`config.mk`:
```
export PLATFORM = sky130hd
export DESIGN_NAME = bounce_sprite
export DESIGN_NICKNAME = d
export VERILOG_FILES = /design/src/rtl/bounce_sprite.sv
export SDC_FILE = /design/constraint.sdc
export NUM_CORES = 1
export LEC_CHECK = 0
export CORE_MARGIN = 4
export CORE_UTILIZATION = 55
export CTS_BUF_LIST = sky130_fd_sc_hd__clkbuf_16
export CTS_CLUSTER_SIZE = 8
export DETAILED_ROUTE_END_ITERATION = 8
export DONT_BUFFER_PORTS = 1
export GPL_TIMING_DRIVEN = 0
export PLACE_DENSITY = 0.72
export SLEW_MARGIN = 10
export SYNTH_ARGS = -nofsm -noshare
export SYNTH_HDL_FRONTEND = slang
export SYNTH_SLANG_ARGS = --single-unit
```
`constraint.sdc`:
```
create_clock -name vgaclk -period 2.9 [get_ports vgaclk]
set_clock_uncertainty 0.1 [all_clocks]
set_input_delay 0 -clock vgaclk [delete_from_list [all_inputs] [get_ports vgaclk]]
set_output_delay 0 -clock vgaclk [all_outputs]
set_load 0.03 [all_outputs]
```
`src/rtl/bounce_sprite.sv`:
```
// Bouncing square sprite overlay for a VGA pixel stream. Motion and wall
// bounces update once per frame, and the pixel path is registered with one cycle of latency.
module bounce_sprite #(
    parameter int         H_ACTIVE = 640,
    parameter int         V_ACTIVE = 480,
    parameter int         SPR_W    = 32,
    parameter int         SPR_H    = 32,
    parameter int         SPEED    = 2,
    parameter logic [7:0] BG_COLOR = 8'h03
) (
    input  logic       vgaclk,
    input  logic       rst,
    input  logic [9:0] hc,
    input  logic [9:0] vc,
    input  logic       pause,
    output logic [7:0] color,
    output logic       de,
    output logic [7:0] bounce_cnt,
    output logic       corner_hit
);
    localparam logic [10:0] X_MAX = 11'(H_ACTIVE - SPR_W);
    localparam logic [10:0] Y_MAX = 11'(V_ACTIVE - SPR_H);
    localparam logic [10:0] STEP  = 11'(SPEED);

    logic [9:0] r_x, r_y;
    logic       r_dx, r_dy;
    logic [1:0] r_pal;
    logic [7:0] r_bounce_cnt;
    logic       r_corner;
    logic [7:0] r_color;
    logic       r_de;

    logic        w_frame_tick;
    logic        w_move;
    logic [10:0] w_x_sum, w_y_sum;
    logic [9:0]  w_x_nxt, w_y_nxt;
    logic        w_dx_nxt, w_dy_nxt;
    logic        w_xb, w_yb;
    logic        w_active, w_in_spr;
    logic [7:0]  w_spr_color;

    assign w_frame_tick = (hc == 10'd0) && (vc == 10'(V_ACTIVE));
    assign w_move       = w_frame_tick && !pause;

    // 11-bit sums so a step past the far wall clamps instead of wrapping
    assign w_x_sum = {1'b0, r_x} + STEP;
    assign w_y_sum = {1'b0, r_y} + STEP;

    always_comb begin
        w_x_nxt  = r_x;
        w_dx_nxt = r_dx;
        w_xb     = 1'b0;
        if (r_dx) begin
            if (w_x_sum >= X_MAX) begin
                w_x_nxt  = X_MAX[9:0];
                w_dx_nxt = 1'b0;
                w_xb     = 1'b1;
            end else begin
                w_x_nxt = w_x_sum[9:0];
            end
        end else begin
            if ({1'b0, r_x} <= STEP) begin
                w_x_nxt  = 10'd0;
                w_dx_nxt = 1'b1;
                w_xb     = 1'b1;
            end else begin
                w_x_nxt = r_x - STEP[9:0];
            end
        end
    end

    always_comb begin
        w_y_nxt  = r_y;
        w_dy_nxt = r_dy;
        w_yb     = 1'b0;
        if (r_dy) begin
            if (w_y_sum >= Y_MAX) begin
                w_y_nxt  = Y_MAX[9:0];
                w_dy_nxt = 1'b0;
                w_yb     = 1'b1;
            end else begin
                w_y_nxt = w_y_sum[9:0];
            end
        end else begin
            if ({1'b0, r_y} <= STEP) begin
                w_y_nxt  = 10'd0;
                w_dy_nxt = 1'b1;
                w_yb     = 1'b1;
            end else begin
                w_y_nxt = r_y - STEP[9:0];
            end
        end
    end

    always_ff @(posedge vgaclk) begin
        if (rst) begin
            r_x          <= '0;
            r_y          <= '0;
            r_dx         <= 1'b1;
            r_dy         <= 1'b1;
            r_pal        <= '0;
            r_bounce_cnt <= '0;
            r_corner     <= 1'b0;
        end else begin
            r_corner <= w_move && w_xb && w_yb;
            if (w_move) begin
                r_x  <= w_x_nxt;
                r_y  <= w_y_nxt;
                r_dx <= w_dx_nxt;
                r_dy <= w_dy_nxt;
                if (w_xb || w_yb) begin
                    r_bounce_cnt <= r_bounce_cnt + 8'd1;
                    r_pal        <= r_pal + 2'd1;
                end
            end
        end
    end

    // Compare in 11 bits so out-of-range counts (up to 1023) fall cleanly into blanking
    assign w_active = ({1'b0, hc} < 11'(H_ACTIVE)) && ({1'b0, vc} < 11'(V_ACTIVE));
    assign w_in_spr = (hc >= r_x) && ({1'b0, hc} < {1'b0, r_x} + 11'(SPR_W)) &&
                      (vc >= r_y) && ({1'b0, vc} < {1'b0, r_y} + 11'(SPR_H));

    always_comb begin
        case (r_pal)
            2'd0:    w_spr_color = 8'hE0;
            2'd1:    w_spr_color = 8'h1C;
            2'd2:    w_spr_color = 8'hFC;
            default: w_spr_color = 8'hFF;
        endcase
    end

    always_ff @(posedge vgaclk) begin
        if (rst) begin
            r_color <= 8'h00;
            r_de    <= 1'b0;
        end else begin
            r_de    <= w_active;
            r_color <= !w_active ? 8'h00 : (w_in_spr ? w_spr_color : BG_COLOR);
        end
    end

    assign color      = r_color;
    assign de         = r_de;
    assign bounce_cnt = r_bounce_cnt;
    assign corner_hit = r_corner;
endmodule

```
# Word level (Yosys, flattened, before mapping)
# Cells that the tools add are included.
dict set report op_classes {
  bitwise_logic 2
  n_eq_ne 3
  magnitude_cmp 10
  n_mux 18
  addsub 8
  n_reduce_logical 15
}
# op n
set ops {}
lappend ops {{two-way mux 10 bit} 6}
lappend ops {{case mux 8 bit (3 select lines)} 1}
lappend ops {{adder 10 x 2 -> 11 bit, second input constant} 2}
lappend ops {{adder 10 x 6 -> 11 bit, second input constant} 2}
lappend ops {{< comparator 10 x 11 -> 1 bit} 2}
lappend ops {{>= comparator 10 bit} 2}
lappend ops {{less-or-equal comparator 10 x 2 -> 1 bit, second input constant} 2}
lappend ops {{subtractor 10 x 2 -> 10 bit, second input constant} 2}
lappend ops {{>= comparator 11 x 10 -> 1 bit, second input constant} 1}
lappend ops {{>= comparator 11 x 9 -> 1 bit, second input constant} 1}
lappend ops {{equality test 10 x 9 -> 1 bit, second input constant} 1}
lappend ops {{zero test 10 bit} 1}
lappend ops {{< comparator 10 bit, second input constant} 1}
lappend ops {{< comparator 10 x 9 -> 1 bit, second input constant} 1}
lappend ops {{two-way mux 1 bit} 10}
lappend ops {{adder 8 x 1 -> 8 bit, second input constant} 1}
lappend ops {{logical AND 1 bit} 8}
lappend ops {{OR reduction 3 bit} 1}
lappend ops {{adder 2 x 1 -> 2 bit, second input constant} 1}
lappend ops {{equality test 2 x 1 -> 1 bit, second input constant} 1}
lappend ops {{equality test 2 bit, second input constant} 1}
lappend ops {{zero test 2 bit} 1}
lappend ops {{two-way mux 2 bit} 1}
lappend ops {{inverter 1 bit} 2}
lappend ops {{4 further kinds} 4}
dict set report word_totals {
  wordCells 66
  in_bits 23
  out_inout_bits 18
  reg_bits 42
}

# Logic depth before layout (Yosys ltp)
dict set report depth {
  depth_word 7
  mapped_depth 12
  mapped_depth_nobuf 11
}

# Least setup slack after synthesis
# No wires, ideal clock.
dict set report synth_path {
  kind {reg2reg}
  start {reg r_x[7]}
  end {reg r_color[4], in the netlist color[4]}
  path_stages_with_launch 12
  t_arrival_ns 2.226
  path_slack_ns 0.483
  setup_time_ns 0.091
  period_less_slack_ns 2.417
  path_cell_list {dfxtp_1 -> clkbuf_1 -> nand2_1 -> xnor2_1 -> ha_1 -> o21ai_0 -> nand2b_1 -> a21oi_1 -> a41o_1 -> a21oi_1 -> a2111oi_0 -> nor4bb_1}
}
dict set report synth_between {
  elab_chain_cells 7
  elab_cells_between_ends 8
}
# item line
set synth_lines {}
lappend synth_lines {{start: declaration} 25} ;# logic [9:0] r_x, r_y;
lappend synth_lines {{start signal: assignment} 107} ;# r_x <= w_x_nxt;
lappend synth_lines {{adder 10 x 6 -> 11 bit} 121} ;# assign w_in_spr = (hc >= r_x) && ({1'b0, hc} < {1'b0, r_x} + 11'(SPR_W)) &&
lappend synth_lines {{< comparator 10 x 11 -> 1 bit} 121}
lappend synth_lines {{logical AND 1 bit * (2 in series)} 121}
lappend synth_lines {{logical AND 1 bit *} 122} ;# (vc >= r_y) && ({1'b0, vc} < {1'b0, r_y} + 11'(SPR_H));
lappend synth_lines {{inverter 1 bit (no line) *} -}
lappend synth_lines {{OR reduction 3 bit (no line) *} -}
lappend synth_lines {{end signal: assignment} 139} ;# r_color <= !w_active ? 8'h00 : (w_in_spr ? w_spr_color : BG_COLOR);
lappend synth_lines {{end: declaration} 30} ;# logic [7:0] r_color;
# Every way passes the cells marked *; elsewhere a longest branch is shown, timed or not.
# A chain may end at the register's enable or synchronous reset.

# Worst setup path after layout
dict set report layout_path {
  start {reg r_y[5]}
  end {reg r_pal[1]}
}
dict set report layout_between {
  elab_chain_cells 6
  elab_cells_between_ends 8
}
# item line
set layout_lines {}
lappend layout_lines {{start: declaration} 25}
lappend layout_lines {{start signal: assignment} 108} ;# r_y <= w_y_nxt;
lappend layout_lines {{adder 10 x 2 -> 11 bit} 47} ;# assign w_y_sum = {1'b0, r_y} + STEP;
lappend layout_lines {{>= comparator 11 x 9 -> 1 bit} 77} ;# if (w_y_sum >= Y_MAX) begin
lappend layout_lines {{two-way mux 1 bit} 77}
lappend layout_lines {{two-way mux 1 bit *} 76} ;# if (r_dy) begin
lappend layout_lines {{logical OR 1 bit *} 111} ;# if (w_xb || w_yb) begin
lappend layout_lines {{AND reduction 2 bit (no line) *} -}
lappend layout_lines {{end signal: assignment} 113} ;# r_pal <= r_pal + 2'd1;
lappend layout_lines {{end: declaration} 27} ;# logic [1:0] r_pal;
# Marks and branches as above.

==> results.py <==
metrics = {
    "sta": {
        "tightest_slew_ns": 1.011,
        "max_freq_mhz": 370.6,
        "slew_headroom_pct": 32.06,
        "setup_slack_ns": 0.2016,
        "setup_viol": 0,
        "hold_viol": 0,
        "rsz0062_at_grt": "no",
        "finalCriticalPeriod_ns": 2.698,
        "post-route-period-util_pct": 93.05,
        "slew_violations": 0,
    },
    "place": {
        "preCtsSetupSlack_ns": -0.5806,
        "postPlaceCellArea_sq_um": 3379,
        "io_buffers": 0,
        "gp_congestion": 0.8910,
        "hpwl_um": 6669,
    },
    "cells_and_area": {
        "drive_above_1_share_pct": 12.03,
        "nets": 488,
        "antenna_cells": 0,
        "area_growth_pct": 10.65,
        "design_area_sq_um": 3640,
        "fillerInstances": 498,
    },
    "worst_setup_path": {
        "crit_arrival_ns": 2.75,
        "worst_ep_required_time_ns": 2.95,
        "slowest_stage": "o41ai_2",
        "path_cells": "clkbuf_2 > inv_1 > ha_1 > nor4bb_4 > a31oi_1 > o41ai_2 > buf_4 > o31ai_4 > a31oi_4 > buf_6 > mux2i_1 > nor2_1",
        "worst-path-max-fanout": 10,
        "criticalPathCategory": "reg2reg",
        "critPathMaxStageDelay_ns": 0.34,
        "end_kind": "register",
        "start_kind": "register",
    },
    "routing": {
        "drc_errors": 0,
        "met3_length_um": 424,
        "routed-via-count": 3178,
        "wl_per_cell_um": 17.68,
        "ant_nets": 0,
        "drt_iter0_markers": 201,
        "met2_length_um": 4463,
        "drt-total-wl_um": 8769,
        "routed.top_layer": "met4",
        "avgViaCountPerCell": 6.407,
        "m1WireLength_um": 3729,
        "dr.pass1.iters": 5,
    },
    "clocking": {
        "cts_buffer_depth": 2,
        "clock-root-buffer": "clkbuf_16",
        "clk-insertion-delay-late_ns": 0.28,
        "cts_tree": "done",
        "cts.sinks": 35,
        "cts_made_buffers": 5,
        "path_clk_slew_ns": 0.05,
        "h-tree-depth": 2,
    },
    "pwr": {
        "irDropWorstVdd_uv": 398.6,
        "p_per_area_nw_per_um2": 320.2,
        "p_leak_uw": 0.001355,
    },
    "floorplanning": {
        "ios": 41,
        "rows": 27,
        "dieWidth_um": 85.34,
        "die_area_sq_um": 7282,
        "start_util_pct": 58.31,
        "core_area_sq_um": 5642,
        "die-height_um": 85.34,
    },
    "yosys": {
        "netlist_instances": 412,
        "synth_area_per_cell_sq_um": 7.984,
        "syn_nets": 477,
        "seq_area_frac_synth_pct": 21.30,
        "yosys-top-cells-count": "ha_1 (42), a21oi_1 (37), dfxtp_1 (35)",
        "synth_area_leaders": "dfxtp_1 (21%), ha_1 (16%), a21oi_1 (5.6%)",
        "synth_top_cell_area_share_pct": 21.30,
        "synth_edf_count": 0,
        "syn_area_sq_um": 3289,
        "yosys.cell_types.count": 69,
        "ys_dominant_reg_cell": "dfxtp_1",
        "yosysMostFrequentCell": "ha_1",
        "yosys_warnings": 0,
        "ys_ff_latch": 35,
        "synth-async-reset-ratio_pct": 0,
        "yosysTopAreaCell": "dfxtp_1",
    },
    "run": {
        "maxCapViolations": 0,
    },
    "global_routing": {
        "gr-usage-all-layers_pct": 24.62,
        "grt_max_degree": 13,
        "antenna_found_initial": 0,
        "grt_pass1_vias": 3106,
        "grt_overflow": 0,
        "grt_pass1_wl_um": 14790,
    },
    "hold_path": {
        "min_path_type": "in2reg",
    },
    "run_status": {
        "status": "completed",
    },
}
through the flow:
step / hold WS (ns) / setup TNS [ns] / total power, uW / utilization, % / std cells
floorplan: 0.1080 / 0 / 546.8 / - / 412
global placement: 0.1367 / -1.451 / 559.1 / 59.90 / 484
detailed placement: 0.1591 / -1.553 / 561.6 / 59.90 / 484
CTS: 0.04647 / 0 / 1173 / 63.56 / 495
global route: 0.1090 / 0 / 1211 / 64.52 / 496
finish: 0.08728 / 0 / 1165 / 64.52 / 496
critical path, delay by kind of cell (launching register included):
family	cells	cell delay, ns
flops	1	0.33
fa+ha+maj	1	0.19
simple gates	2	0.30
buf+inv	4	0.66
mux	1	0.21
compound gates	4	0.77
area by class of cell:
cell class	count	area (sq um)	share of cell area, %
tap	72	90.09	2.475
clock inverter	3	43.79	1.203
clock buffer	5	125.1	3.438
multi-input combinational	323	2377	65.31
sequential	35	701.9	19.28
inverter	28	105.1	2.888
timing repair buffer	4	37.54	1.031
buffer	26	158.9	4.366
worst paths after layout:
kind / start / slack, ns / cells after the start / to
hold reg to reg: r_y[6] / 0.41 / 2 / r_y[6]
hold / removal: hc[9] / 0.09 / 4 / color[0]
setup reg to reg: r_y[5] / 0.20 / 12 / r_pal[1]
setup / recovery: r_y[5] / 0.20 / 12 / r_pal[1]
cell usage in the layout, fill, tap and decap left out, drive strengths merged, types with 2 or more instances in the layout:
cell / netlist / final
a211o: 2 / 2
a211oi: 5 / 5
a21boi: 2 / 2
a21o: 7 / 7
a21oi: 37 / 37
a221oi: 2 / 2
a31o: 4 / 4
a31oi: 6 / 6
a32oi: 2 / 2
a41oi: 2 / 2
and2: 4 / 4
and3: 10 / 10
and4: 3 / 3
buf: 15 / 17
clkbuf: 11 / 15
clkinv: 0 / 2
dfxtp: 35 / 35
dlygate4sd3: 0 / 3
ha: 42 / 42
inv: 28 / 28
mux2i: 3 / 3
nand2: 17 / 17
nand2b: 5 / 5
nand3: 19 / 19
nand4: 12 / 12
nor2: 22 / 22
nor2b: 5 / 5
nor3: 26 / 26
nor3b: 2 / 2
nor4: 8 / 8
nor4bb: 3 / 3
o211ai: 3 / 3
o21ai: 27 / 27
o2bb2ai: 3 / 3
o311ai: 2 / 2
o31a: 2 / 2
o31ai: 4 / 4
or3: 2 / 2
xnor2: 12 / 12
layer usage:
layer	vias to the layer above	track usage, %
met2	98	43.15
met1	1505	30.99
met3	18	3.204
met5	-	0
li1	1557	-
met4	0	8.058
flip-flops by register name, indices dropped and copies added (netlist names):
name / count
color: 3
r_dy: 1
corner_hit: 1
r_pal: 2
r_y: 9
de: 1
r_x: 9
r_dx: 1
bounce_cnt: 8
repair_timing:
item                                   in CTS  in global routing
setup buffers                               0                  1
hold buffers                                3                  0
endpoints found under the hold margin       4                  0
setup endpoints to repair                   3                 19
resized for setup                           3                 10
pin swaps                                   0                  4
power by group:
group	total, uW	internal [uW]	switching [uW]
clock	605	405	201
sequential	487	483	3.96
combinational	73.5	33.0	40.5
total	1170	920	245
kinds of logic (layout without fill, tap and decap cells):
logic type / after synthesis / after routing / synth area share (%)
multiplexers: 3 / 3 / 0.9129
XOR/XNOR: 13 / 13 / 3.461
AND/OR/NAND/NOR: 142 / 142 / 24.19
adder cells (fa/ha/maj): 42 / 42 / 15.98
buffers and inverters: 54 / 66 / 7.912
flip-flops: 35 / 35 / 21.30
AO/OA/AOI/OAI: 123 / 123 / 26.25
Power figures use the tool's default switching activity.
